## config.mk

```make
export PLATFORM = sky130hd
export DESIGN_NAME = matmul_sequencer_flat
export DESIGN_NICKNAME = d
export VERILOG_FILES = /design/src/rtl/matmul_pkg.sv /design/src/rtl/matmul_sequencer_if.sv /design/src/rtl/matmul_sequencer_dpu.sv /design/src/rtl/matmul_sequencer.sv /design/src/flat_wrapper.sv
export SDC_FILE = /design/constraint.sdc
export NUM_CORES = 1
export LEC_CHECK = 0
export ABC_AREA = 1
export BUFFER_PORTS_ARGS = -buffer_cell sky130_fd_sc_hd__buf_2
export CAP_MARGIN = 5
export CORE_UTILIZATION = 24
export CTS_BUF_LIST = sky130_fd_sc_hd__clkbuf_4 sky130_fd_sc_hd__clkbuf_8 sky130_fd_sc_hd__clkbuf_16
export DETAILED_ROUTE_END_ITERATION = 8
export PLACE_DENSITY = 0.47
export SYNTH_ARGS = -nofsm -noshare
export SYNTH_HDL_FRONTEND = slang
export SYNTH_SLANG_ARGS = --single-unit
```

## constraint.sdc

```tcl
create_clock -name clk -period 6.64 [get_ports clk]
set_input_delay 1.328 -clock clk [delete_from_list [all_inputs] [get_ports clk]]
set_output_delay 1.328 -clock clk [all_outputs]
set_load 0.05 [all_outputs]
```

## src/rtl/matmul_pkg.sv

```systemverilog
// Shared definitions for the matrix-multiply sequencer: FSM state encoding,
// product/sum width helpers and the reduction of a full-precision dot
// product to the output element width.
// Build option: define MATMUL_SAT_EN to clamp instead of wrapping.
package matmul_pkg;

    typedef enum logic [2:0] {
        IDLE,
        LOAD,
        STREAM,
        DRAIN,
        WRITE,
        DONE
    } seqState_t;

    // Widths for the default configuration (4-bit A, 8-bit B, 4 features).
    localparam int PROD_WIDTH = 4 + 8;
    localparam int SUM_WIDTH  = PROD_WIDTH + 2;

    function automatic int prodWidth(input int inputWidth, input int weightWidth);
        return inputWidth + weightWidth;
    endfunction

    function automatic int sumWidth(input int inputWidth, input int weightWidth,
                                    input int logFeatures);
        return inputWidth + weightWidth + logFeatures;
    endfunction

    // Reduce a sign-extended full-precision sum to outW bits. The result is
    // returned sign-extended to 64 bits; the caller keeps the low outW bits.
    function automatic logic signed [63:0] reduceSum(input logic signed [63:0] sum,
                                                     input int outW);
`ifdef MATMUL_SAT_EN
        logic signed [63:0] maxV;
        logic signed [63:0] minV;
        maxV = (64'sd1 <<< (outW - 1)) - 64'sd1;
        minV = -(64'sd1 <<< (outW - 1));
        if (sum > maxV) begin
            return maxV;
        end else if (sum < minV) begin
            return minV;
        end
        return sum;
`else
        logic signed [63:0] shifted;
        shifted = sum <<< (64 - outW);
        return shifted >>> (64 - outW);
`endif
    endfunction

endpackage

```

## src/rtl/matmul_sequencer_if.sv

```systemverilog
// Memory and host-control bundle of the matrix-multiply sequencer.
// master: the sequencer. slave: memories plus host control.
interface matmul_sequencer_if #(
    parameter int LOG_BATCH_SIZE      = 3,
    parameter int INPUT_FEATURES      = 4,
    parameter int OUTPUT_FEATURES     = 8,
    parameter int LOG_OUTPUT_FEATURES = 3,
    parameter int INPUT_WIDTH         = 4,
    parameter int WEIGHT_WIDTH        = 8,
    parameter int OUTPUT_WIDTH        = 16
) ();

    logic                                      start;
    logic                                      busy;
    logic                                      done;
    logic [LOG_BATCH_SIZE-1:0]                 inputAddr;
    logic [INPUT_FEATURES*INPUT_WIDTH-1:0]     inputData;
    logic [LOG_OUTPUT_FEATURES-1:0]            weightAddr;
    logic [INPUT_FEATURES*WEIGHT_WIDTH-1:0]    weightData;
    logic [OUTPUT_FEATURES*OUTPUT_WIDTH-1:0]   outputData;
    logic [LOG_BATCH_SIZE-1:0]                 outputAddr;
    logic                                      outputWrEn;

    modport master (
        input  start, inputData, weightData,
        output busy, done, inputAddr, weightAddr, outputData, outputAddr, outputWrEn
    );

    modport slave (
        output start, inputData, weightData,
        input  busy, done, inputAddr, weightAddr, outputData, outputAddr, outputWrEn
    );

endinterface

```

## src/rtl/matmul_sequencer_dpu.sv

```systemverilog
// dot_product_unit: N signed multipliers feeding a full-precision sum,
// registered once (one-cycle latency). The sum is never truncated here.
module dot_product_unit
    import matmul_pkg::*;
#(
    parameter int INPUT_FEATURES     = 4,
    parameter int LOG_INPUT_FEATURES = 2,
    parameter int INPUT_WIDTH        = 4,
    parameter int WEIGHT_WIDTH       = 8,
    localparam int PW = prodWidth(INPUT_WIDTH, WEIGHT_WIDTH),
    localparam int SW = sumWidth(INPUT_WIDTH, WEIGHT_WIDTH, LOG_INPUT_FEATURES)
) (
    input  logic                                   clk,
    input  logic [INPUT_FEATURES*INPUT_WIDTH-1:0]  inputRow,
    input  logic [INPUT_FEATURES*WEIGHT_WIDTH-1:0] weightRow,
    output logic signed [SW-1:0]                   dotSum
);

    logic signed [INPUT_WIDTH-1:0]  aLane [INPUT_FEATURES];
    logic signed [WEIGHT_WIDTH-1:0] wLane [INPUT_FEATURES];
    logic signed [PW-1:0]           prod  [INPUT_FEATURES];
    logic signed [SW-1:0]           sumComb;

    // Split lanes, multiply each pair and accumulate at full width.
    always_comb begin
        sumComb = '0;
        for (int k = 0; k < INPUT_FEATURES; k++) begin
            aLane[k] = inputRow[k*INPUT_WIDTH +: INPUT_WIDTH];
            wLane[k] = weightRow[k*WEIGHT_WIDTH +: WEIGHT_WIDTH];
            prod[k]  = PW'(aLane[k]) * PW'(wLane[k]);
            sumComb  = sumComb + SW'(prod[k]);
        end
    end

    // Output register; pure datapath, validity is tracked by the sequencer.
    always_ff @(posedge clk) begin
        dotSum <= sumComb;
    end

endmodule

```

## src/rtl/matmul_sequencer.sv

```systemverilog
// matmul_sequencer: walks rows of A and rows of B-transpose through the
// dot-product unit, collects one row of C in a row buffer and writes it out.
// Build option: MATMUL_SAT_EN selects saturation instead of wrap when the
// full-precision sum is reduced to OUTPUT_WIDTH (see matmul_pkg).
module matmul_sequencer
    import matmul_pkg::*;
#(
    parameter int BATCH_SIZE          = 8,
    parameter int LOG_BATCH_SIZE      = 3,
    parameter int INPUT_FEATURES      = 4,
    parameter int LOG_INPUT_FEATURES  = 2,
    parameter int OUTPUT_FEATURES     = 8,
    parameter int LOG_OUTPUT_FEATURES = 3,
    parameter int INPUT_WIDTH         = 4,
    parameter int WEIGHT_WIDTH        = 8,
    parameter int OUTPUT_WIDTH        = 16
) (
    input logic                clk,
    input logic                rst,
    matmul_sequencer_if.master bus
);

    localparam int SUM_W = sumWidth(INPUT_WIDTH, WEIGHT_WIDTH, LOG_INPUT_FEATURES);
    localparam logic [LOG_BATCH_SIZE-1:0]      LAST_ROW = LOG_BATCH_SIZE'(BATCH_SIZE - 1);
    localparam logic [LOG_OUTPUT_FEATURES-1:0] LAST_COL = LOG_OUTPUT_FEATURES'(OUTPUT_FEATURES - 1);

    seqState_t                                state;
    seqState_t                                stateNext;
    logic [LOG_BATCH_SIZE-1:0]                rowCnt;
    logic [LOG_OUTPUT_FEATURES-1:0]           colCnt;
    logic                                     drainDone;
    logic                                     busyComb;
    logic                                     doneComb;
    logic                                     wrEnComb;

    logic                                     vld_p0;
    logic                                     vld_p1;
    logic                                     vld_p2;
    logic [LOG_OUTPUT_FEATURES-1:0]           col_p1;
    logic [LOG_OUTPUT_FEATURES-1:0]           col_p2;
    logic signed [SUM_W-1:0]                  dotSum_p2;
    logic signed [63:0]                       sumExt_p2;
    logic signed [OUTPUT_WIDTH-1:0]           elem_p2;
    logic [OUTPUT_FEATURES*OUTPUT_WIDTH-1:0]  rowBuf;

    // State register.
    always_ff @(posedge clk) begin
        if (rst) begin
            state <= IDLE;
        end else begin
            state <= stateNext;
        end
    end

    // Next-state decode and the strobes that follow directly from the state.
    always_comb begin
        stateNext = state;
        busyComb  = 1'b0;
        doneComb  = 1'b0;
        wrEnComb  = 1'b0;
        case (state)
            IDLE: begin
                if (bus.start) begin
                    stateNext = LOAD;
                end
            end
            LOAD: begin
                busyComb  = 1'b1;
                stateNext = STREAM;
            end
            STREAM: begin
                busyComb = 1'b1;
                if (colCnt == LAST_COL) begin
                    stateNext = DRAIN;
                end
            end
            DRAIN: begin
                busyComb = 1'b1;
                if (drainDone) begin
                    stateNext = WRITE;
                end
            end
            WRITE: begin
                busyComb  = 1'b1;
                wrEnComb  = 1'b1;
                stateNext = (rowCnt == LAST_ROW) ? DONE : LOAD;
            end
            DONE: begin
                doneComb  = 1'b1;
                stateNext = IDLE;
            end
            default: begin
                stateNext = IDLE;
            end
        endcase
    end

    // Row, column and drain counters; they move only on FSM transitions.
    always_ff @(posedge clk) begin
        if (rst) begin
            rowCnt    <= '0;
            colCnt    <= '0;
            drainDone <= 1'b0;
        end else begin
            case (state)
                IDLE: begin
                    if (bus.start) begin
                        rowCnt <= '0;
                        colCnt <= '0;
                    end
                end
                LOAD: begin
                    colCnt <= '0;
                end
                STREAM: begin
                    drainDone <= 1'b0;
                    if (colCnt != LAST_COL) begin
                        colCnt <= colCnt + LOG_OUTPUT_FEATURES'(1);
                    end
                end
                DRAIN: begin
                    drainDone <= 1'b1;
                end
                WRITE: begin
                    if (rowCnt != LAST_ROW) begin
                        rowCnt <= rowCnt + LOG_BATCH_SIZE'(1);
                    end
                end
                default: begin
                end
            endcase
        end
    end

    // p0: weight address presented this cycle while streaming.
    assign vld_p0 = (state == STREAM);

    // Valid bits follow the column index down the read and multiply stages.
    always_ff @(posedge clk) begin
        if (rst) begin
            vld_p1 <= 1'b0;
            vld_p2 <= 1'b0;
        end else begin
            vld_p1 <= vld_p0;
            vld_p2 <= vld_p1;
        end
    end

    // Column index tags travel with the data; no reset needed.
    always_ff @(posedge clk) begin
        col_p1 <= colCnt;
        col_p2 <= col_p1;
    end

    // p1 -> p2: memory data in, registered dot product out.
    dot_product_unit #(
        .INPUT_FEATURES     (INPUT_FEATURES),
        .LOG_INPUT_FEATURES (LOG_INPUT_FEATURES),
        .INPUT_WIDTH        (INPUT_WIDTH),
        .WEIGHT_WIDTH       (WEIGHT_WIDTH)
    ) dpu (
        .clk       (clk),
        .inputRow  (bus.inputData),
        .weightRow (bus.weightData),
        .dotSum    (dotSum_p2)
    );

    assign sumExt_p2 = 64'(dotSum_p2);
    assign elem_p2   = OUTPUT_WIDTH'(reduceSum(sumExt_p2, OUTPUT_WIDTH));

    // Row buffer: each valid p2 result overwrites its column slot.
    always_ff @(posedge clk) begin
        if (rst) begin
            rowBuf <= '0;
        end else if (vld_p2) begin
            rowBuf[col_p2*OUTPUT_WIDTH +: OUTPUT_WIDTH] <= elem_p2;
        end
    end

    assign bus.busy       = busyComb;
    assign bus.done       = doneComb;
    assign bus.outputWrEn = wrEnComb;
    assign bus.inputAddr  = rowCnt;
    assign bus.outputAddr = rowCnt;
    assign bus.weightAddr = colCnt;
    assign bus.outputData = rowBuf;

endmodule

```

## src/flat_wrapper.sv

```systemverilog
// flat-port wrapper written by rule: the top's interface ports become plain ports
module matmul_sequencer_flat import matmul_pkg::*;
#(
    parameter int BATCH_SIZE          = 8,
    parameter int LOG_BATCH_SIZE      = 3,
    parameter int INPUT_FEATURES      = 4,
    parameter int LOG_INPUT_FEATURES  = 2,
    parameter int OUTPUT_FEATURES     = 8,
    parameter int LOG_OUTPUT_FEATURES = 3,
    parameter int INPUT_WIDTH         = 4,
    parameter int WEIGHT_WIDTH        = 8,
    parameter int OUTPUT_WIDTH        = 16
)
  (clk, rst, bus_start, bus_inputData, bus_weightData, bus_busy, bus_done, bus_inputAddr, bus_weightAddr, bus_outputData, bus_outputAddr, bus_outputWrEn);
  matmul_sequencer_if #(.LOG_BATCH_SIZE(LOG_BATCH_SIZE), .INPUT_FEATURES(INPUT_FEATURES), .OUTPUT_FEATURES(OUTPUT_FEATURES), .LOG_OUTPUT_FEATURES(LOG_OUTPUT_FEATURES), .INPUT_WIDTH(INPUT_WIDTH), .WEIGHT_WIDTH(WEIGHT_WIDTH), .OUTPUT_WIDTH(OUTPUT_WIDTH)) bus_i ();
  input logic clk;
  input logic rst;
  input wire logic [$bits(bus_i.start)-1:0] bus_start;
  input wire logic [$bits(bus_i.inputData)-1:0] bus_inputData;
  input wire logic [$bits(bus_i.weightData)-1:0] bus_weightData;
  output wire logic [$bits(bus_i.busy)-1:0] bus_busy;
  output wire logic [$bits(bus_i.done)-1:0] bus_done;
  output wire logic [$bits(bus_i.inputAddr)-1:0] bus_inputAddr;
  output wire logic [$bits(bus_i.weightAddr)-1:0] bus_weightAddr;
  output wire logic [$bits(bus_i.outputData)-1:0] bus_outputData;
  output wire logic [$bits(bus_i.outputAddr)-1:0] bus_outputAddr;
  output wire logic [$bits(bus_i.outputWrEn)-1:0] bus_outputWrEn;
  assign bus_i.start = bus_start;
  assign bus_i.inputData = bus_inputData;
  assign bus_i.weightData = bus_weightData;
  assign bus_busy = bus_i.busy;
  assign bus_done = bus_i.done;
  assign bus_inputAddr = bus_i.inputAddr;
  assign bus_weightAddr = bus_i.weightAddr;
  assign bus_outputData = bus_i.outputData;
  assign bus_outputAddr = bus_i.outputAddr;
  assign bus_outputWrEn = bus_i.outputWrEn;
  matmul_sequencer #(.BATCH_SIZE(BATCH_SIZE), .LOG_BATCH_SIZE(LOG_BATCH_SIZE), .INPUT_FEATURES(INPUT_FEATURES), .LOG_INPUT_FEATURES(LOG_INPUT_FEATURES), .OUTPUT_FEATURES(OUTPUT_FEATURES), .LOG_OUTPUT_FEATURES(LOG_OUTPUT_FEATURES), .INPUT_WIDTH(INPUT_WIDTH), .WEIGHT_WIDTH(WEIGHT_WIDTH), .OUTPUT_WIDTH(OUTPUT_WIDTH)) u_core (.clk(clk), .rst(rst), .bus(bus_i));
endmodule
```

# Yosys cells after proc, flatten, opt, wreduce, memory -nomap -nowiden
# Index checks and enable logic that the tools add are counted.
# word_totals
mem_count	0
ramBits	0
mem_bits_ro	0
inputBits	51
latchBits	0
reg_bits	160
# classes
addsub	6
n_reduce_logical	8
n_shift	2
mux	15
magnitude_cmp	0
n_bitwise	0
div_mod_pow	0
multipliers	4
eq_ne	14
# ops
operator	count
bitwise mux 128 bit	1
variable shift 16 x 34 -> 128 bit (first input constant)	1
indexed part select 16 x 34 -> 128 bit	1
multiplier 4 x 8 -> 12 bit	4
negator 7 -> 34 bit	1
2-to-1 mux 3 bit	7
one-hot mux 3 bit (5 select lines)	1
adder 13 x 12 -> 14 bit	1
adder 14 x 12 -> 14 bit	1
adder 12 x 12 -> 13 bit	1
equality test 3 bit (second input constant)	4
one-hot mux 3 bit (3 select lines)	1
AND reduction 3 bit	3
adder 3 x 1 -> 3 bit (second input constant)	2
equality test 3 x 2 -> 1 bit (second input constant)	2
!= test 2 bit (second input constant)	3
!= test 3 bit (second input constant)	2
one-hot mux 3 bit (2 select lines)	1
!= test 2 x 1 -> 1 bit (second input constant)	2
nonzero test 2 bit	2
OR reduction 4 bit	1
equality test 3 x 1 -> 1 bit (second input constant)	1
logical NOT 3 bit	1
2-to-1 mux 1 bit	3
other kinds (2)	2

# Longest topological paths before layout
# Gate-level depths: netlist (run 1).
# depth
ltp_word	4
ltp_mapped	26
ltp_nobuf	25

# Hierarchy
# Synthesis (run 1) repeated with hierarchy kept, for this count alone.
# unflattened
cells_unflattened	1510
area_unflattened_um2	11342.1
# modules_own_cells
module	cells_per_inst	seq_area_each_um2	n_inst	area_per_inst_um2
dot_product_unit	719	280.3	1	5758.0
matmul_sequencer	791	2602.5	1	5584.1

# Worst setup path after synthesis (run 1)
# Ideal clock, no wire load.
# synth_path
kind	input port to flip-flop
startpoint	input bus_inputData[11]
endpoint	register u_core.dpu.dotSum[13]
t_arrival_ns	6.172
required_time_ns	6.528
n_path_buf	1
stages	21
path_slack_ns	0.356
cell_sequence	clkbuf_1 > inv_1 > or2_2 > fa_1 > inv_1 > fa_1 > fa_1 > fa_1 > fa_1 > inv_1 > fa_1 > inv_1 > ha_1 > a21oi_1 > nand2_1 > nor2_1 > nor2_1 > nor2_1 > inv_1 > nand2_1 > nand2_1
# synth_between
elab_chain_cells	3
# synth_lines
item	line_no	source
start: declaration	flat_wrapper.sv:19	input wire logic [$bits(bus_i.inputData)-1:0] bus_inputData;
multiplier 4 x 8 -> 12 bit	matmul_sequencer_dpu.sv:30	prod[k] = PW'(aLane[k]) * PW'(wLane[k]);
adder 13 x 12 -> 14 bit	matmul_sequencer_dpu.sv:31	sumComb = sumComb + SW'(prod[k]);
adder 14 x 12 -> 14 bit	matmul_sequencer_dpu.sv:31	
net u_core.dpu.sumComb[13]	matmul_sequencer_dpu.sv:22	logic signed [SW-1:0] sumComb;
end signal: assignment	matmul_sequencer_dpu.sv:37	dotSum <= sumComb;
end: declaration	matmul_sequencer_dpu.sv:16	output logic signed [SW-1:0] dotSum
# The timed path passes the listed nets, and every way through them passes these cells.
# A chain may end at the register's enable or synchronous reset.

# Worst setup path in the final report (run 1)
# Same ends and word-level chain as after synthesis.

==> reports/qor.yml, run 1 <==
clock_buffer_count_from_cts: 17
maxCapViolations: 0
cts_hold_repair.buffers: 0
status: "complete, no violations"
timing_worst_slew_pin_value_ps: 1030
dr_total_vias: 8548
die_area_um2: 45100
timing_max_transition_violations_final: 0
totalNegativeSetupSlack_ps: 0
seq_area_frac_synth_pct: 27.1
ys_ff_latch: 144
core_um2: 43400
hpwlAfterDp_um: 23300
async_flop_share_pct: 0
chipWidth_um: 212
ys.warnings.count: 0
firstDrtPassIters: 5
chipHeight_um: 212
groute.usage.overall_pct: 12.9
layout.core_utilization_pct: 29.1
port_buffers: 190
clk_pin_slew_ps: 60
synthTopCellsByArea: "sky130_fd_sc_hd__dfxtp_1 (27%), sky130_fd_sc_hd__fa_1 (26%), sky130_fd_sc_hd__inv_1 (11%)"
number_of_enable_flip_flop_cells_after_synthesis: 0
timing.critical_path.to_type: "flip-flop"
drt-initial-drc-count: 555
layout.cell_area.non_filler_um2: 12600
remaining_drc_errors: 0
design.portCount: 191
gp_routability_congestion: 0.847
final_antenna_net_count: 0
post-layout-total-power_mw: 7.16
crit_arrival_ps: 6450
placementRows: 76
vdd.ir_drop.worst_mv: 0.623
route.detailed.vias_per_inst: 4.17
worst-path-max-fanout: 9
timing.critical_path.buf_inv: 7
crit_path_top_delay_cell: "sky130_fd_sc_hd__fa_1"
timing.slew.headroom_pct: 31.3
final_period_minus_worst_setup_slack_ps: 6130
initial_util_pct: 24.5
grt_pass1_vias: 8372
net_count_synth: 1536
setup-violations-final: 0
postCtsResizedCells: 0
synthDominantCellAreaShare_pct: 27.1
total_leakage_power_nw: 6.72
kind_of_cell_adding_the_most_delay_to_the_critical_path: "adder cells"
layout_worst_path_cycle_share_pct: 92.4
synth_cell_type_count: 36
fmax_mhz: 163
num_antenna_cells: 0
layout-area-overhead-vs-synth_pct: 18.8
post-synth-top-area-cell: "sky130_fd_sc_hd__dfxtp_1"
timing.hold.worst.class: "flip-flop to flip-flop"
cts_tree: "yes"
cpPeakStageDelay_ps: 600
synthFlopType: "sky130_fd_sc_hd__dfxtp_1"
finalHoldViolations: 0
clock_insertion_delay_worst_skew_ps: 420
globalRoute.totalOverflow: 0
grt_max_degree: 85
fraction_of_final_layout_cells_sized_beyond_drive_strength_1_pct: 17.6
post_synth_inst_count: 1300
nets: 1687
critical_path.cell_chain: "buf_2 > inv_1 > nor2_1 > fa_1 > inv_1 > fa_1 > fa_1 > inv_1 > fa_1 > inv_1 > fa_1 > fa_1 > inv_1 > ha_1 > inv_1 > nor3_1 > nand2_1 > nor2_1 > nor2_1 > nand3_1 > nand2_1"
antenna_violations_before_repair: 0
cts_buffer_depth: 2
grt_pass1_wl_um: 44900
grt_setup_unrepaired: "false"
timing_worst_setup_path_type: "input pin to flip-flop"
clock-root-buffer: "sky130_fd_sc_hd__clkbuf_16"
syn-mean-instance-area_um2: 8.18
postCtsSetupRepairBufs: 0
layout.cells.most_common: "sky130_fd_sc_hd__inv_1"
wl_per_cell_um: 13.7
routed_wl_um: 28100
powerDensity_nw_per_um2: 567
dpl-instance-area_um2: 12000
layout.cells.most_common_list: "sky130_fd_sc_hd__inv_1 (308), sky130_fd_sc_hd__nand2_1 (190), sky130_fd_sc_hd__buf_2 (190)"
clock_tree.htree_level_count: 4
syn-cell-area_um2: 10600
timing.critical_path.from_type: "input pin"
clkSinkCount: 144
finalClockSkew_ps: 11.8
required_ps: 6960
[power breakdown]
group | switching [mW] | internal [mW] | leakage (nW) | total (mW)
Combinational | 3.17 | 1.87 | 5.26 | 5.05
Clock | 0.380 | 0.601 | 0.296 | 0.982
Sequential | 0.108 | 1.02 | 1.17 | 1.13
Total | 3.66 | 3.50 | 6.72 | 7.16
[worst register-to-register path, delay by kind of cell (launching register included)]
family / cells / cell delay (ps)
DFF: 1 / 530
adders and majority gates: 2 / 690
buffers and inverters: 2 / 470
AOI/OAI and AO/OA: 2 / 340
and+or+nand+nor: 2 / 970
[state kept, by name (all words and copies together), names as in the netlist]
signal,cells
u_core.state,3
u_core.col_p1,3
u_core.bus.outputData,112
u_core.drainDone,1
u_core.bus.inputAddr,3
u_core.bus.weightAddr,3
u_core.dpu.dotSum,14
u_core.vld_p1,1
u_core.vld_p2,1
u_core.col_p2,3
[metrics by stage]
step	instances	setup WS [ps]	hold slack, ps
after floorplan	1300	356	310
after global placement	2017	95.7	319
after detailed placement	2017	128	314
after CTS	2049	551	337
after global routing	2049	228	341
final	2049	506	335
[cells in the mapped netlist (2+ instances only)]
cell,instances
sky130_fd_sc_hd__a211oi_1,19
sky130_fd_sc_hd__a21oi_1,88
sky130_fd_sc_hd__a31oi_1,2
sky130_fd_sc_hd__buf_2,11
sky130_fd_sc_hd__buf_4,22
sky130_fd_sc_hd__buf_6,3
sky130_fd_sc_hd__clkbuf_1,32
sky130_fd_sc_hd__clkinv_1,3
sky130_fd_sc_hd__dfxtp_1,144
sky130_fd_sc_hd__fa_1,137
sky130_fd_sc_hd__ha_1,48
sky130_fd_sc_hd__inv_1,309
sky130_fd_sc_hd__inv_2,3
sky130_fd_sc_hd__nand2_1,190
sky130_fd_sc_hd__nand3_1,25
sky130_fd_sc_hd__nand3b_1,2
sky130_fd_sc_hd__nand4_1,16
sky130_fd_sc_hd__nor2_1,94
sky130_fd_sc_hd__nor3_1,7
sky130_fd_sc_hd__nor3_2,2
sky130_fd_sc_hd__nor3_4,2
sky130_fd_sc_hd__o211a_1,6
sky130_fd_sc_hd__o21ai_0,92
sky130_fd_sc_hd__o21bai_1,4
sky130_fd_sc_hd__or2_2,15
sky130_fd_sc_hd__xnor2_1,6
sky130_fd_sc_hd__xor2_1,9
[cell type report]
class                   count  area (µm²)
inverters                 315        1180
clock buffers              18         433
repair buffers            200        1030
flip-flops and latches    144        2880
well taps                 585         732
fillers                  4784       30700
multi-input cells         773        6190
clock inverters            14         183
[cells by family after synthesis]
group / synth area share [%]
compound gates: 10.9
xor+xnor: 1.24
fa+ha+maj: 31.5
buf+inv: 14.6
flops: 27.1
simple gates: 14.6
[layer usage]
metal	routed length [µm]	vias to the layer above	global-route usage, %
met3	1040	25	1.91
met2	13800	181	22.3
met1	12700	4117	16.5
met5	0	-	0
met4	640	0	3.65
li1	-	4225	-
[worst paths after layout]
path / startpoint / cells after the start / slack (ps) / endpoint
setup / recovery: bus_inputData[11] / 21 / 510 / u_core.dpu.dotSum[13]
hold / removal: u_core.col_p1[2] / 0 / 340 / u_core.col_p2[2]
setup reg to reg: u_core.col_p2[0] / 8 / 3570 / u_core.bus.outputData[96]
hold reg to reg: u_core.col_p1[2] / 0 / 340 / u_core.col_p2[2]
Note: power is estimated with default switching activity, not from simulation.
==> run 2, diff against run 1 <==
- BUFFER_PORTS_ARGS: -buffer_cell sky130_fd_sc_hd__buf_2 -> -buffer_cell sky130_fd_sc_hd__buf_4
==> reports/qor.yml, run 2 (synthesized netlist as in run 1, its figures left out) <==
antenna_violations_before_repair: 0  # unchanged
worst-path-max-fanout: 8  # -1
clock_insertion_delay_worst_skew_ps: 420  # about the same
timing.slew.headroom_pct: 28.2  # -3.1 points
groute.usage.overall_pct: 13.2  # +0.37 points
crit_arrival_ps: 6450  # about the same
layout.cells.most_common_list: "sky130_fd_sc_hd__inv_1 (308), sky130_fd_sc_hd__buf_4 (200), sky130_fd_sc_hd__nand2_1 (190)"
final_period_minus_worst_setup_slack_ps: 6130  # -4.62 ps
timing_worst_slew_pin_value_ps: 1080  # +46.3 ps
powerDensity_nw_per_um2: 549  # -3.1%
nets: 1687  # unchanged
largest_register_ffs: 112  # unchanged
critical_path.most_common_cell: "sky130_fd_sc_hd__inv_1"
num_antenna_cells: 0  # unchanged
cts_tree: "yes"
finalClockSkew_ps: 11.0  # -0.790 ps
clock_tree.htree_level_count: 4  # unchanged
globalRoute.totalOverflow: 0  # unchanged
port_buffers: 190  # unchanged
finalHoldViolations: 0  # unchanged
dpl-instance-area_um2: 12500  # +4.0%
total_leakage_power_nw: 6.76  # +0.58%
placementRows: 76  # unchanged
clock_buffer_count_from_cts: 17  # unchanged
clkSinkCount: 144  # unchanged
clock-root-buffer: "sky130_fd_sc_hd__clkbuf_16"
initial_util_pct: 24.5  # unchanged
critical_path.cell_chain: "buf_4 > inv_1 > nor2_1 > fa_1 > inv_1 > fa_1 > inv_1 > fa_1 > inv_1 > fa_1 > inv_1 > fa_1 > inv_1 > fa_1 > inv_1 > ha_1 > inv_1 > nor3_1 > nand2_1 > nor2_1 > nor2_1 > nand3_1 > nand2_1"
wl_per_cell_um: 14.0  # +2.2%
setup-violations-final: 0  # unchanged
crit_path_top_delay_cell: "sky130_fd_sc_hd__fa_1"
design.portCount: 191  # unchanged
required_ps: 6960  # about the same
timing.hold.worst.class: "flip-flop to flip-flop"
cpPeakStageDelay_ps: 580  # -20 ps
postCtsSetupRepairBufs: 0  # unchanged
timing_max_transition_violations_final: 0  # unchanged
status: "complete, no violations"
grt_pass1_vias: 8419  # +0.56%
dr_total_vias: 8439  # -1.3%
chipHeight_um: 212  # unchanged
fmax_mhz: 163  # about the same
route.detailed.vias_per_inst: 4.12  # -1.3%
timing.critical_path.from_type: "input pin"
postCtsResizedCells: 0  # unchanged
firstDrtPassIters: 5  # unchanged
timing_worst_setup_path_type: "input pin to flip-flop"
fraction_of_final_layout_cells_sized_beyond_drive_strength_1_pct: 17.6  # unchanged
timing.critical_path.buf_inv: 9  # +2
grt_pass1_wl_um: 46000  # +2.6%
final_antenna_net_count: 0  # unchanged
cts_buffer_depth: 2  # unchanged
routed_wl_um: 28700  # +2.2%
grt_max_degree: 85  # unchanged
kind_of_cell_adding_the_most_delay_to_the_critical_path: "adder cells"
timing.critical_path.to_type: "flip-flop"
clk_pin_slew_ps: 60  # about the same
layout_worst_path_cycle_share_pct: 92.3  # about the same
cts_hold_repair.buffers: 0  # unchanged
die_area_um2: 45100  # unchanged
remaining_drc_errors: 0  # unchanged
layout.cells.most_common: "sky130_fd_sc_hd__inv_1"
chipWidth_um: 212  # unchanged
layout-area-overhead-vs-synth_pct: 23.5
layout.cell_area.non_filler_um2: 13100  # +3.9%
grt_setup_unrepaired: "false"
core_um2: 43400  # unchanged
drt-initial-drc-count: 578  # +4.1%
hpwlAfterDp_um: 23700  # +1.9%
gp_routability_congestion: 0.855  # +0.99%
vdd.ir_drop.worst_mv: 0.781  # +26%
totalNegativeSetupSlack_ps: 0  # unchanged
maxCapViolations: 0  # unchanged
==> run 2: power by group <==
| group | switching (mW) | leakage [nW] | internal (mW) |
|---|---|---|---|
| clock network | 0.385 | 0.309 | 0.634 |
| logic | 3.14 | 5.29 | 1.91 |
| registers | 0.111 | 1.17 | 1.02 |
| total | 3.64 | 6.76 | 3.57 |
==> run 2: cell type report <==
| cell class | count | area, µm² |
|---|---|---|
| multi-input combinational | 773 | 6190 |
| timing repair buffer | 200 | 1500 |
| clock inverter | 15 | 210 |
| clock buffer | 17 | 425 |
| sequential | 144 | 2880 |
| fill | 4735 | 30200 |
| tap | 585 | 732 |
| inverter | 315 | 1180 |
==> run 2: worst paths after layout <==
path                                   startpoint                        end  slack [ps]  depth (start not counted)
worst min register to register   u_core.col_p1[0]           u_core.col_p2[0]         350                          0
worst max-delay path            bus_inputData[11]      u_core.dpu.dotSum[13]         510                         23
worst min-delay path             u_core.col_p1[0]           u_core.col_p2[0]         350                          0
worst max register to register   u_core.col_p2[0]  u_core.bus.outputData[98]        3490                          8
==> run 2: layer usage <==
metal	vias to the layer above	share of wire (%)	GRT usage [%]	routed length (µm)
li1	4232	-	-	-
met1	4026	45	17.2	13000
met2	159	50	23.1	14300
met3	22	3.5	2.02	1020
met4	0	1.3	2.80	379
met5	-	0	0	0
==> run 2: metrics by stage <==
stage	instances	util [%]	total power, mW	hold slack [ps]	worst slack, ps
6_report	2049	30.3	7.21	345	510
5_1_grt	2049	30.3	8.08	357	247
4_1_cts	2049	30.3	7.30	346	511
3_5_place_dp	2017	28.8	6.25	315	79.8
3_3_place_gp	2017	28.8	6.24	321	133
2_1_floorplan	1300	-	4.95	310	356
